File: src/rtl/result_drain.sv
// result_drain
// Captures the four accumulator results of the 2x2 PE array on the feeder's
// push11 / pushedge / push22 pulses. Whole 2x2 tiles are buffered, then
// streamed out one word at a time over a valid/ready handshake. done pulses
// once every tile of a size x size product has been delivered.
//
// Optional feature macro: RESULT_DRAIN_ERR_EN
//   defined   : err is a sticky flag for dropped tiles, push-order violations
//               and more tiles than expected
//   undefined : err is tied 0 and no sequence tracking is built
//
// Parameters
//   TILE_DEPTH : number of buffered result tiles (power of two, >= 2)
// Ports
//   clk, reset             : clock, synchronous active-high reset
//   start, size            : job start pulse and matrix dimension (signed)
//   push11/pushedge/push22 : capture strobes from the operand feeder
//   c11, c12, c21, c22     : PE accumulator outputs
//   out_data/out_valid     : result word stream to the consumer
//   out_ready              : consumer accepts a word when high with out_valid
//   busy, done, err        : job in progress, completion pulse, error flag
module result_drain #(
    parameter int TILE_DEPTH = 2
) (
    input  logic               clk,
    input  logic               reset,
    input  logic               start,
    input  logic signed [16:0] size,
    input  logic               push11,
    input  logic               pushedge,
    input  logic               push22,
    input  logic signed [31:0] c11,
    input  logic signed [31:0] c12,
    input  logic signed [31:0] c21,
    input  logic signed [31:0] c22,
    output logic        [31:0] out_data,
    output logic               out_valid,
    input  logic               out_ready,
    output logic               busy,
    output logic               done,
    output logic               err
);

    localparam int PW = (TILE_DEPTH > 1) ? $clog2(TILE_DEPTH) : 1;
    localparam int CW = PW + 1;
    localparam logic [CW-1:0] DEPTH_C = CW'(TILE_DEPTH);

    typedef enum logic [1:0] {IDLE, RUN, FIN} state_t;

    state_t            state_reg;
    // Packed index 3 holds c11, index 0 holds c22.
    logic [3:0][31:0]  tile_mem [TILE_DEPTH];
    logic [PW-1:0]     wr_ptr_reg;
    logic [PW-1:0]     rd_ptr_reg;
    logic [CW-1:0]     count_reg;      // tiles held, including the one being emitted
    logic [1:0]        word_idx_reg;   // word of the head tile currently on out_data
    logic [31:0]       expected_reg;
    logic [31:0]       tiles_in_reg;
    logic [31:0]       stage_c11_reg;
    logic [31:0]       stage_c12_reg;
    logic [31:0]       stage_c21_reg;

    logic              start_accept;
    logic              take11, take_edge, take22;
    logic [31:0]       tile_c11, tile_c12, tile_c21;
    logic              fire, pop_last, has_slot, commit;
    logic [CW-1:0]     count_next, queued;
    logic [PW-1:0]     head_ptr;
    logic [31:0]       tiles_in_next;
    logic [31:0]       next_word;
    logic              load_word;
    logic signed [16:0] half_size;
    logic [31:0]       half_ext;
    logic [31:0]       expected_calc;

    always_comb begin
        start_accept = (state_reg == IDLE) && start;
        take11       = (state_reg == RUN) && push11;
        take_edge    = (state_reg == RUN) && pushedge;
        take22       = (state_reg == RUN) && push22;

        // Same-cycle strobes forward straight into the committed tile.
        tile_c11 = take11    ? c11 : stage_c11_reg;
        tile_c12 = take_edge ? c12 : stage_c12_reg;
        tile_c21 = take_edge ? c21 : stage_c21_reg;

        fire     = out_valid && out_ready;
        pop_last = fire && (word_idx_reg == 2'd3);
        // A slot freed by this edge's c22 pop is reusable on the same edge.
        has_slot = (count_reg != DEPTH_C) || pop_last;
        commit   = take22 && has_slot;

        count_next    = count_reg + {{(CW-1){1'b0}}, commit} - {{(CW-1){1'b0}}, pop_last};
        queued        = count_reg - {{(CW-1){1'b0}}, pop_last};
        head_ptr      = pop_last ? rd_ptr_reg + PW'(1) : rd_ptr_reg;
        tiles_in_next = tiles_in_reg + {31'b0, take22};

        // Next word: following word of the head tile, else c11 of the next
        // buffered tile, else c11 of the tile being committed right now.
        if (fire && (word_idx_reg != 2'd3)) begin
            next_word = tile_mem[rd_ptr_reg][2'd2 - word_idx_reg];
        end else if (queued != '0) begin
            next_word = tile_mem[head_ptr][3];
        end else begin
            next_word = tile_c11;
        end
        load_word = (fire || !out_valid) && (count_next != '0);

        half_size     = size / 17'sd2;
        half_ext      = {15'b0, half_size};
        expected_calc = (size < 17'sd2) ? 32'd0 : half_ext * half_ext;
    end

    always_ff @(posedge clk) begin
        if (commit) begin
            tile_mem[wr_ptr_reg] <= {tile_c11, tile_c12, tile_c21, c22};
        end
    end

    always_ff @(posedge clk) begin
        if (reset) begin
            state_reg     <= IDLE;
            wr_ptr_reg    <= '0;
            rd_ptr_reg    <= '0;
            count_reg     <= '0;
            word_idx_reg  <= '0;
            expected_reg  <= '0;
            tiles_in_reg  <= '0;
            stage_c11_reg <= '0;
            stage_c12_reg <= '0;
            stage_c21_reg <= '0;
            out_data      <= '0;
            out_valid     <= 1'b0;
            busy          <= 1'b0;
            done          <= 1'b0;
        end else begin
            case (state_reg)
                IDLE: begin
                    done <= 1'b0;
                    if (start) begin
                        expected_reg  <= expected_calc;
                        tiles_in_reg  <= '0;
                        stage_c11_reg <= '0;
                        stage_c12_reg <= '0;
                        stage_c21_reg <= '0;
                        if (size < 17'sd2) begin
                            state_reg <= FIN;
                            done      <= 1'b1;
                        end else begin
                            state_reg <= RUN;
                            busy      <= 1'b1;
                        end
                    end
                end
                RUN: begin
                    tiles_in_reg <= tiles_in_next;
                    if (take11) begin
                        stage_c11_reg <= c11;
                    end
                    if (take_edge) begin
                        stage_c12_reg <= c12;
                        stage_c21_reg <= c21;
                    end
                    if ((tiles_in_next == expected_reg) && (count_next == '0)) begin
                        state_reg <= FIN;
                        done      <= 1'b1;
                        busy      <= 1'b0;
                    end
                end
                FIN: begin
                    done      <= 1'b0;
                    state_reg <= IDLE;
                end
                default: state_reg <= IDLE;
            endcase

            // Buffer and serializer; the buffer is always empty outside RUN.
            count_reg <= count_next;
            out_valid <= (count_next != '0);
            if (commit) begin
                wr_ptr_reg <= wr_ptr_reg + PW'(1);
            end
            if (pop_last) begin
                rd_ptr_reg <= rd_ptr_reg + PW'(1);
            end
            if (fire) begin
                word_idx_reg <= word_idx_reg + 2'd1;
            end
            if (load_word) begin
                out_data <= next_word;
            end
        end
    end

`ifdef RESULT_DRAIN_ERR_EN
    logic err_reg;
    logic seen11_reg;
    logic seen_edge_reg;
    logic seq_err;

    always_comb begin
        seq_err = (take22 && !has_slot)
               || (take_edge && !(seen11_reg || take11))
               || (take22 && !(seen_edge_reg || take_edge))
               || (take22 && (tiles_in_next > expected_reg));
    end

    always_ff @(posedge clk) begin
        if (reset || start_accept) begin
            err_reg       <= 1'b0;
            seen11_reg    <= 1'b0;
            seen_edge_reg <= 1'b0;
        end else begin
            if (take22) begin
                seen11_reg    <= 1'b0;
                seen_edge_reg <= 1'b0;
            end else begin
                if (take11) begin
                    seen11_reg <= 1'b1;
                end
                if (take_edge) begin
                    seen_edge_reg <= 1'b1;
                end
            end
            if (seq_err) begin
                err_reg <= 1'b1;
            end
        end
    end

    assign err = err_reg;
`else
    assign err = 1'b0;
`endif

endmodule

File: config.mk
export PLATFORM = sky130hd
export DESIGN_NAME = result_drain
export DESIGN_NICKNAME = d
export VERILOG_FILES = /design/src/rtl/result_drain.sv
export SDC_FILE = /design/constraint.sdc
export NUM_CORES = 1
export LEC_CHECK = 0
export CORE_MARGIN = 2
export CORE_UTILIZATION = 45
export DETAILED_ROUTE_END_ITERATION = 16
export GPL_TIMING_DRIVEN = 0
export SYNTH_ARGS = -nofsm -noshare
export SYNTH_HDL_FRONTEND = slang
export SYNTH_SLANG_ARGS = --single-unit
File: constraint.sdc
create_clock -name clk -period 23 [get_ports clk]
set_input_delay 2.3 -clock clk [delete_from_list [all_inputs] [get_ports clk]]
set_output_delay 2.3 -clock clk [all_outputs]
set_load 0.1 [all_outputs]
# After elaboration in Yosys (flattened, before gate mapping)

Memory sizes are Yosys's and may differ from the RTL's. A register that Yosys moved wholly into a read port is not among the register bits.
Index checks and enable logic that the tools add are counted.

Flip-flop bits (word level): 203
Memory bits (writable): 256
Input bits: 152
Output and inout port bits: 36
Logic and storage cells: 89
Memories kept: 1

Memories:

| memory   | words | width | rd ports | clocked after Yosys merged registers in | wr ports | RTL line | source |
|---|---|---|---|---|---|---|---|
| tile_mem | 2     | 128   | 2        | 1                                       | 1        | 52       | `logic [3:0][31:0] tile_mem [TILE_DEPTH];` |

Add/subtract/negate cells: 9
Multiply operators: 1
Order comparisons: 2
Equality and inequality tests: 9
Muxes and demuxes: 29
Bitwise operators: 1
Reduce and logical (&&, ||, !) cells: 23

Operator list:

| kind                                                 | number |
|---|---|
| two-way mux 32 bit                                   | 8 |
| one-hot mux 32 bit (2 select lines)                  | 4 |
| binary-select mux 32 bit (select 2 bit)              | 1 |
| adder 32 x 1 -> 32 bit                               | 1 |
| equality test 32 bit                                 | 1 |
| multiplier 17 x 17 -> 32 bit                         | 1 |
| adder 17 x 1 -> 17 bit                               | 1 |
| < comparator 17 x 3 -> 1 bit (second input constant) | 1 |
| two-way mux 1 bit                                    | 10 |
| logical AND 1 bit                                    | 9 |
| != test 2 bit (second input constant)                | 4 |
| AND reduction 2 bit                                  | 4 |
| two-way mux 2 bit                                    | 3 |
| nonzero test 2 bit                                   | 3 |
| equality test 2 bit (second input constant)          | 2 |
| zero test 2 bit                                      | 2 |
| one-hot mux 2 bit (2 select lines)                   | 1 |
| AND reduction 4 bit                                  | 1 |
| subtractor 2 x 1 -> 2 bit                            | 2 |
| < comparator 2 x 3 -> 1 bit (second input constant)  | 1 |
| one-hot mux 1 bit (3 select lines)                   | 1 |
| nonzero test 3 bit                                   | 1 |
| adder 1 bit (second input constant)                  | 2 |
| adder 2 x 1 -> 2 bit                                 | 1 |
| 8 further kinds                                      | 9 |

# Longest topological paths before layout

Depth after elaboration: 10
Mapped depth: 32
Depth with buffers taken out: 31

# Worst setup path before layout

No wires, ideal clock.

Kind: input -> register
Start: in size[16]
End: reg expected_reg[29]
Arrival: 9186 ps
Data required time: 22883 ps
Setup slack: 13696 ps
Stages: 25
Path buffers: 1
Cells stage by stage: clkbuf_1 and2_1 ha_1 ha_1 and3_1 nand4_1 xor2_1 clkinv_1 nand2_1 fa_1 fa_1 fa_1 fa_1 inv_1 fa_1 fa_1 ha_1 a21o_1 a21o_1 a21oi_1 o22ai_1 o21ai_0 a31oi_1 or3_1 a32o_1

Longest elaborated chain between the ends: 4
Elaborated cells on any way between the ends: 5
Those cells by class: add/sub: 1; mul: 1; order compare: 1; mux: 1; bitwise: 1

Ends and longest elaborated chain:

| item                             | RTL line | source |
|---|---|---|
| start: declaration               | 28       | `input logic signed [16:0] size,` |
| bitwise AND 1 bit (no line)      | n/a      |  |
| adder 17 x 1 -> 17 bit (no line) | n/a      |  |
| multiplier 17 x 17 -> 32 bit     | 111      | `expected_calc = (size < 17'sd2) ? 32'd0 : half_ext * half_ext;` |
| two-way mux 32 bit *             | 111      |  |
| end signal: assignment           | 141      | `expected_reg <= expected_calc;` |
| end: declaration                 | 57       | `logic [31:0] expected_reg;` |

Every way passes the cells marked *; elsewhere a longest branch is shown, timed or not.
A chain may end at the register's enable or synchronous reset.

# Worst setup path in the final report

Ends and elaborated chain as after synthesis.

==> results.md <==
* wire length after detailed routing: 79,200 um
* all-layer global routing usage: 24.9%
* worst slew margin relative to its limit: 11.9%
* Util after Layout: 53.3%
* antenna violations before repair: 1
* cell row count: 91
* area share of the leading cell type in the synthesized netlist: 27.4%
* cell area after layout: 32,900 um^2
* placed inst area: 31,200 um^2
* CORE AREA: 61,700 um^2
* register bit count reported by yosys: 458
* effective utilization at floorplan: 45.5%
* pwr dens: 113 nW/um^2
* via count of the first global-routing pass: 21,000
* final worst setup slack: 12,280 ps
* overall power consumption: 3.71 mW
* final weighted congestion in routability-driven placement: 0.892
* Critical Path AT: 11,180 ps
* DIE HEIGHT: 254 um
* Top FF cell, synth: edfxtp_1
* setup repair after global routing missed its margin: false
* Met1 Routed Length: 34,000 um
* number of standard cells after synthesis: 2,552
* status: finished, final reports clean
* transition at the pin with the smallest max-transition slack: 1320 ps
* synthesis-to-layout area growth: 17.1%
* final critical delay including setup and external delays: 10,720 ps
* worst IR drop on VDD: 0.152 mV
* number of remaining DRC errors: 0
* proportion of layout cells with a drive suffix above 1: 9.91%
* TritonCTS Sinks: 458
* clock latency on the worst-skew pair: 590 ps
* cell with the most instances after synthesis: nor2_1
* final worst-path cycle share: 46.6%
* kind of critical path: primary input to register
* Die ar.: 64,400 um^2
* highest clock rate: 0.0933 GHz
* launching element type of the critical path: primary input
* post-route setup TNS: 0 ps
* Final setup viols: 0
* TritonCTS clock tree: yes
* Resized cells post-CTS: 0
* number of non-filler instances in the completed layout: 3,673
* Slew Limit Fails: 0
* I/O pin count: 188
* quantity of hold-fixing buffers added after cts: 0
* dominant cell type by area after synthesis: edfxtp_1
* number of buffers inserted by port buffering: 185
* met3 wire length: 5250 um
* worst path required time: 23,460 ps
* max FFs per register: 256
* post-detailed-route count of antenna-violating nets: 0
* worst hold slack after final layout: 486 ps
* most common library cells after synthesis: nor2_1, inv_1, edfxtp_1
* clk_skew: 23.1 ps
* number of distinct library cells after synthesis: 71
* number of nets in the synthesized netlist: 3,000
* register-to-register setup slack: 18,420 ps
* Die X-Extent: 254 um
* Post-Syn Area per Cell: 11.0 um^2
* LEAKAGE: 13.2 nW
* root buffer selected by CTS: clkbuf_16
* register bank with the most flops: tile_mem
* number of DRC violations after detailed-routing iteration 0: 1,391
* count of maximum capacitance violations: 0
* Synth warnings: 0
* cell count after placement: 3,581
* Clock H-tree levels: 2
* Syn Std Cell Area: 28,100 um^2
* post-CTS setup buffers: 0
* Max Fanout on Critical Path: 9
* largest cells by area after synthesis: edfxtp_1, dfxtp_1, fa_1, mux4_2, ha_1
* hold violation total from the final report: 0
* class of the tightest hold or removal check: register to register
* share of async-settable or async-resettable flops after synthesis: 0%
* DR pass1 iterations: 5
* sequential cell area fraction in the yosys report: 41.8%
* Max Used Layer: met4
* maximum clock path buffer count: 3
* largest net degree at the start of global routing: 59
* EDFF count, synth: 256
* final HPWL from detailed placement: 59,800 um
* via density per instance: 5.59
* total global routing overflow: 0
* first-pass GRT wire length: 121,000 um
* number of buffers inserted during clock tree synthesis: 49
* met2 wire len: 38,000 um
* vias after detailed routing: 20,500
* minimum setup slack after placement: 11,840 ps
* Critical Path End Type: register
* WL per Instance: 21.6 um
* net total in the final layout: 3,243
* clock-pin slew of the registers on the worst-case setup and hold paths: 60 ps
-- final cells by class --
cell class,instances,area [um^2]
diodes,1,2.50
plain buffers,141,556
clock buffers,64,1380
clock inverters,27,354
fillers,5474,28800
inverters,303,1140
multi-input cells,1650,14700
flip-flops and latches,458,11700
well taps,837,1050
repair buffers,192,2010
-- power breakdown --
group	internal [mW]	leakage (nW)	total, mW	switching, mW
Sequential	0.887	4.02	0.904	0.0167
Combinational	0.812	8.35	1.96	1.15
Clock	0.505	0.860	0.840	0.335
Total	2.20	13.2	3.71	1.50
-- logic make-up (layout without fill, tap and decap cells) --
logic type	Yosys count	after routing	synth area share (%)
AOI/OAI and AO/OA	419	419	9.99
xor gates and xnor gates	79	79	2.46
adders and majority gates	296	296	18.3
buffers and inverters	444	727	6.02
DFF	458	458	41.8
muxes	230	230	11.5
other	1	2	0.0134
and+or+nand+nor	625	625	9.95
-- final timing paths --
path,from,end,depth (start not counted)
worst max-delay path,size[16],expected_reg[29]$_SDFFE_PP0P_,25
worst max register to register,state_reg[1]$_SDFFE_PP0P_,done$_SDFFE_PP0P_,17
worst min-delay path,word_idx_reg[1]$_SDFFE_PP0P_,word_idx_reg[1]$_SDFFE_PP0P_,2
worst min register to register,word_idx_reg[1]$_SDFFE_PP0P_,word_idx_reg[1]$_SDFFE_PP0P_,2
-- metal layers --
metal | vias up | global-route usage [%]
met5 | - | 0
met4 | 0 | 6.62
met3 | 111 | 4.25
met2 | 646 | 41.6
met1 | 10400 | 33.7
li1 | 9387 | -
-- critical path: stages --
cell	delay, ps
clkbuf_1	400
and2_1	210
ha_1	180
ha_1	180
and3_1	260
nand4_1	190
xor2_1	810
clkinv_1	720
nand2_1	310
fa_1	480
fa_1	580
fa_1	450
fa_1	540
inv_1	50
fa_1	490
fa_1	450
ha_1	370
a21o_1	200
a21o_1	170
a21oi_1	320
o22ai_1	220
o21ai_0	480
a31oi_1	180
or3_1	360
a32o_1	260
-- placed cells by master, fill, tap and decap left out, types with 98 or more instances in the layout --
master,count
nor2_1,298
a22oi_1,109
dfxtp_1,202
edfxtp_1,256
clkbuf_1,126
mux2_2,98
fa_1,192
ha_1,104
nand2_1,151
a21oi_1,103
clkdlybuf4s50_1,185
inv_1,297
No activity file was read; power rests on OpenSTA's default activity.
